### config.mk
export PLATFORM = sky130hd
export DESIGN_NAME = cpu_axi_master
export DESIGN_NICKNAME = d
export VERILOG_FILES = /design/src/rtl/cpu_axi_master.sv
export SDC_FILE = /design/constraint.sdc
export NUM_CORES = 1
export LEC_CHECK = 0
export CORE_MARGIN = 2
export CORE_UTILIZATION = 37
export DETAILED_ROUTE_END_ITERATION = 8
export GPL_TIMING_DRIVEN = 0
export PLACE_DENSITY = 0.86
export SLEW_MARGIN = 5
export SYNTH_ARGS = -nofsm -noshare
export SYNTH_HDL_FRONTEND = slang
export SYNTH_SLANG_ARGS = --single-unit
### constraint.sdc
create_clock -name clk -period 4.4 [get_ports clk]
set_clock_uncertainty 0.15 [all_clocks]
set_input_delay 0.44 -clock clk [delete_from_list [all_inputs] [get_ports clk]]
set_output_delay 0.44 -clock clk [all_outputs]
set_load 0.005 [all_outputs]
### src/rtl/cpu_axi_master.sv
// cpu_axi_master: turns a single-word CPU request into one single-beat AXI4 INCR transaction, one in flight.
// Optional build macro CPU_AXI_POSTED_WRITE_EN: writes complete to the CPU before B; B errors become sticky posted_err.
module cpu_axi_master #(
  parameter logic [3:0] MASTER_ID = 4'd0
) (
  input  logic        clk,
  input  logic        rst,
  input  logic        mem_req,
  input  logic        mem_we,
  input  logic [31:0] mem_addr,
  input  logic [31:0] mem_wdata,
  input  logic [3:0]  mem_wstrb,
  output logic        mem_done,
  output logic [31:0] mem_rdata,
  output logic        mem_err,
  output logic        posted_err,
  output logic [3:0]  ARID_M,
  output logic [31:0] ARADDR_M,
  output logic [3:0]  ARLEN_M,
  output logic [2:0]  ARSIZE_M,
  output logic [1:0]  ARBURST_M,
  output logic        ARVALID_M,
  input  logic        ARREADY_M,
  input  logic [3:0]  RID_M,
  input  logic [31:0] RDATA_M,
  input  logic [1:0]  RRESP_M,
  input  logic        RLAST_M,
  input  logic        RVALID_M,
  output logic        RREADY_M,
  output logic [3:0]  AWID_M,
  output logic [31:0] AWADDR_M,
  output logic [3:0]  AWLEN_M,
  output logic [2:0]  AWSIZE_M,
  output logic [1:0]  AWBURST_M,
  output logic        AWVALID_M,
  input  logic        AWREADY_M,
  output logic [31:0] WDATA_M,
  output logic [3:0]  WSTRB_M,
  output logic        WLAST_M,
  output logic        WVALID_M,
  input  logic        WREADY_M,
  input  logic [3:0]  BID_M,
  input  logic [1:0]  BRESP_M,
  input  logic        BVALID_M,
  output logic        BREADY_M
);

  // state   | meaning
  // IDLE    | waiting for mem_req; request fields latched here
  // RD_ADDR | ARVALID high until ARREADY
  // RD_DATA | RREADY high until RVALID
  // WR_REQ  | AWVALID/WVALID high, each dropped after its own handshake
  // WR_RESP | BREADY high until BVALID
  // DONE    | one-cycle mem_done pulse with mem_err
  typedef enum logic [2:0] {
    IDLE    = 3'd0,
    RD_ADDR = 3'd1,
    RD_DATA = 3'd2,
    WR_REQ  = 3'd3,
    WR_RESP = 3'd4,
    DONE    = 3'd5
  } state_t;

  state_t      state_q, state_d;
  logic [29:0] addr_q;
  logic [31:0] wdata_q;
  logic [3:0]  wstrb_q;
  logic [31:0] rdata_q;
  logic        aw_done_q, w_done_q, err_q;
  logic        aw_hs, w_hs, r_hs, b_hs, r_err, b_err;
  logic        early_done;
  logic        addr_lsb_unused;

  assign addr_lsb_unused = ^mem_addr[1:0];

  assign aw_hs = (state_q == WR_REQ) & ~aw_done_q & AWREADY_M;
  assign w_hs  = (state_q == WR_REQ) & ~w_done_q & WREADY_M;
  assign r_hs  = (state_q == RD_DATA) & RVALID_M;
  assign b_hs  = (state_q == WR_RESP) & BVALID_M;
  assign r_err = (RRESP_M != 2'b00) | (RID_M != MASTER_ID) | ~RLAST_M;
  assign b_err = (BRESP_M != 2'b00) | (BID_M != MASTER_ID);

  assign ARID_M    = MASTER_ID;
  assign ARADDR_M  = {addr_q, 2'b00};
  assign ARLEN_M   = 4'd0;
  assign ARSIZE_M  = 3'b010;
  assign ARBURST_M = 2'b01;
  assign AWID_M    = MASTER_ID;
  assign AWADDR_M  = {addr_q, 2'b00};
  assign AWLEN_M   = 4'd0;
  assign AWSIZE_M  = 3'b010;
  assign AWBURST_M = 2'b01;
  assign WDATA_M   = wdata_q;
  assign WSTRB_M   = wstrb_q;
  assign WLAST_M   = 1'b1;

  always_comb begin
    state_d   = state_q;
    ARVALID_M = 1'b0;
    RREADY_M  = 1'b0;
    AWVALID_M = 1'b0;
    WVALID_M  = 1'b0;
    BREADY_M  = 1'b0;
    case (state_q)
      IDLE:    if (mem_req) state_d = mem_we ? WR_REQ : RD_ADDR;
      RD_ADDR: begin
        ARVALID_M = 1'b1;
        if (ARREADY_M) state_d = RD_DATA;
      end
      RD_DATA: begin
        RREADY_M = 1'b1;
        if (RVALID_M) state_d = DONE;
      end
      WR_REQ: begin
        AWVALID_M = ~aw_done_q;
        WVALID_M  = ~w_done_q;
        if ((aw_done_q | aw_hs) & (w_done_q | w_hs)) state_d = WR_RESP;
      end
      WR_RESP: begin
        BREADY_M = 1'b1;
`ifdef CPU_AXI_POSTED_WRITE_EN
        // CPU was already released on entry to WR_RESP
        if (BVALID_M) state_d = IDLE;
`else
        if (BVALID_M) state_d = DONE;
`endif
      end
      DONE:    state_d = IDLE;
      default: state_d = IDLE;
    endcase
  end

  always_ff @(posedge clk or posedge rst) begin
    if (rst) begin
      state_q   <= IDLE;
      addr_q    <= '0;
      wdata_q   <= '0;
      wstrb_q   <= '0;
      rdata_q   <= '0;
      aw_done_q <= 1'b0;
      w_done_q  <= 1'b0;
      err_q     <= 1'b0;
    end else begin
      state_q <= state_d;
      if (state_q == IDLE && mem_req) begin
        addr_q  <= mem_addr[31:2];
        wdata_q <= mem_wdata;
        wstrb_q <= mem_wstrb;
      end
      if (state_q == IDLE) begin
        aw_done_q <= 1'b0;
        w_done_q  <= 1'b0;
      end else begin
        if (aw_hs) aw_done_q <= 1'b1;
        if (w_hs)  w_done_q  <= 1'b1;
      end
      if (r_hs) begin
        rdata_q <= RDATA_M;
        err_q   <= r_err;
      end
      if (b_hs) err_q <= b_err;
    end
  end

`ifdef CPU_AXI_POSTED_WRITE_EN
  logic posted_done_q, posted_err_q;

  always_ff @(posedge clk or posedge rst) begin
    if (rst) begin
      posted_done_q <= 1'b0;
      posted_err_q  <= 1'b0;
    end else begin
      posted_done_q <= (state_q == WR_REQ) & (state_d == WR_RESP);
      if (b_hs & b_err) posted_err_q <= 1'b1;
    end
  end

  assign early_done = posted_done_q;
  assign posted_err = posted_err_q;
`else
  assign early_done = 1'b0;
  assign posted_err = 1'b0;
`endif

  assign mem_done  = (state_q == DONE) | early_done;
  assign mem_err   = (state_q == DONE) & err_q;
  assign mem_rdata = rdata_q;

endmodule

==> metrics <==
Max Slew Vio Count 0; CTS buffer count 9; clock buffer depth 2; sequential share of the synthesized area 0.5688; FF/Latch Area 2603 um^2; Post-DRT Antenna Nets 0; largest net degree at the start of global routing 58; ant diodes 0; crit end category output pin; reg-to-reg slack, setup 2.48 ns; Total Wirelength 12340 um; CTS Sinks 104; Post-route DRC 0; CTS tree yes; routability cong. 0.7650; Setup-failing EPs final 0; htree depth 3; vias in the first global route 3647; Hold Slack 0.3351 ns; 1st-iter DRT viols 94; first drt pass iteration count 6; worst min path class reg2reg; P per Cell Area 658.9 nW/um^2; Placement Rows 40; antenna violations before repair 0; final non-filler cell area 7789 um^2; fill count 937; Post-Syn Area 4576 um^2; core area 12060 um^2; GRT Overall Usage 0.1812; Hold Buf Count CTS 0; setup TNS 0 ns; crit-path cells buf_4 > clkbuf_1 > nand2_1 > nor3_1 > clkdlybuf4s50_1; Worst-Margin Slew 0.6150 ns; crit path max fanout 10; Max-slew headroom 0.5900; first-pass GRT wire length 18410 um; Critical Path Source state_q[0]; worst hold start WDATA_M[3]; multi-input logic area 1494 um^2; grt total ovfl 0; synth unique cells 30; final count of hold timing violations 0; Top FF cell, synth dfrtp_1; routed length per placed instance 15.55 um; post-CTS resize count 0; critical setup path kind reg2out; share of layout cells above drive strength 1 0.2480; maximum clock rate 394.3 MHz; Worst EP required 3.81 ns; Syn. warnings 0; final worst path period need 2.536 ns; clock slew at reported path FFs 0.07 ns; area grow syn2layout 70.22%; EDFF count, synth 0; Lkg Pwr 3.371 nW; worst vdd ir 0.0003262 V; fraction of registers with async set/reset 1.000; Worst-Skew Late Latency 0.34 ns; CP Launch Type flip-flop; setup bufs post-CTS 0; Port-buffer cells 254; CP max stage delay 0.54 ns; dpl cell area 7471 um^2; Ports 289; worst reg2reg path startpoint state_q[0]; RSZ-0062 raised after global routing no; run status complete, no violations; CP arrival 1.95 ns; Mapped Cells 324; CTS root buf clkbuf_16; CP max-delay cell clkdlybuf4s50_1; nets@finish 742; die span in y 115.2 um; Via density 4.404; vias 3492; synthesized flop and latch total 104; max cap viols 0; Starting Density 0.3794; Final Cycle Share 0.5764; die area 13270 um^2; chip width 115.2 um; HPWL Detailed 9960 um; Post-Syn Area per Cell 14.12 um^2
metrics by stage:
stage	std cells	utilization	power, mW	setup WS, ns
floorplan	354	-	2.739	1.078
global placement	776	0.6169	4.224	-0.3862
detailed placement	777	0.6194	4.351	1.969
CTS	793	0.6457	5.210	1.858
global route	793	0.6457	5.455	1.690
finish	793	0.6457	5.132	1.864
report_power, final:
part / internal (mW) / switching, mW / leakage, nW
Clock: 0.488 / 0.342 / 0.155
Sequential: 1.45 / 0.300 / 1.24
Combinational: 1.78 / 0.771 / 1.98
Total: 3.72 / 1.41 / 3.37
final timing paths:
kind | end | cells past startpoint
setup / recovery | mem_err | 5
hold / removal | WDATA_M[3] | 1
setup reg to reg | WSTRB_M[1] | 5
hold reg to reg | WDATA_M[3] | 1
max in group asynchronous | aw_done_q | 3
min in group asynchronous | WDATA_M[4] | 2
sequential cells by signal (all words and copies together) (netlist names):
name / cells
WDATA_M: 32
WSTRB_M: 4
addr_q: 30
aw_done_q: 1
err_q: 1
mem_rdata: 32
state_q: 3
w_done_q: 1
Yosys cell counts, types with 2 or more instances:
library cell,instances,area (um^2)
conb_1,2,7.510
buf_4,67,503.0
o21ai_0,6,30.03
nor2_1,3,11.26
dfrtp_1,104,2603
o22a_1,2,17.52
mux2_1,40,450.4
buf_2,5,25.02
nand2_1,6,22.52
inv_1,4,15.01
nor3_1,3,15.01
mux2_2,59,664.4
mux2i_1,2,20.02
buf_6,4,45.04
a21oi_1,2,10.01
per-layer routing:
metal	routed length [um]	GRT usage	vias to the layer above
met4	322	0.07470	0
met5	0	0	-
met2	6818	0.3439	179
met3	1141	0.06273	28
li1	-	-	1607
met1	4052	0.1783	1678
cells in the final DEF, fill, tap and decap left out, types with 2 or more instances in the layout:
cell,count
clkdlybuf4s50_1,254
dfrtp_1,104
buf_4,67
mux2_2,59
mux2_1,40
conb_1,32
clkbuf_16,9
nand2_1,6
o21ai_0,6
buf_2,5
buf_6,4
inv_1,3
nor2_1,3
nor3_1,3
clkbuf_8,3
a21oi_1,2
o22a_1,2
mux2i_1,2
cells by family after synthesis:
logic type,count (synthesis),synth area share
DFF,104,0.5688
other,2,0.001641
buffers and inverters,81,0.1293
muxes,101,0.2480
and+or+nand+nor,19,0.02734
AOI/OAI and AO/OA,17,0.02489
critical path: cells and delay by family (launching register included):
| kind | cells | cell delay [ns] |
|---|---|---|
| buf+inv | 3 | 1.00 |
| simple gates | 2 | 0.27 |
| flops | 1 | 0.33 |
cell type report:
type                       instances  share of cell area
sequential                       104              0.3341
timing repair buffer             255              0.3300
multi-input combinational        169              0.1918
buffer                            77             0.07406
clock buffer                      12             0.03422
tap                              168             0.02699
clock inverter                     4            0.006586
inverter                           4            0.002249
Power figures use the tool's default switching activity.
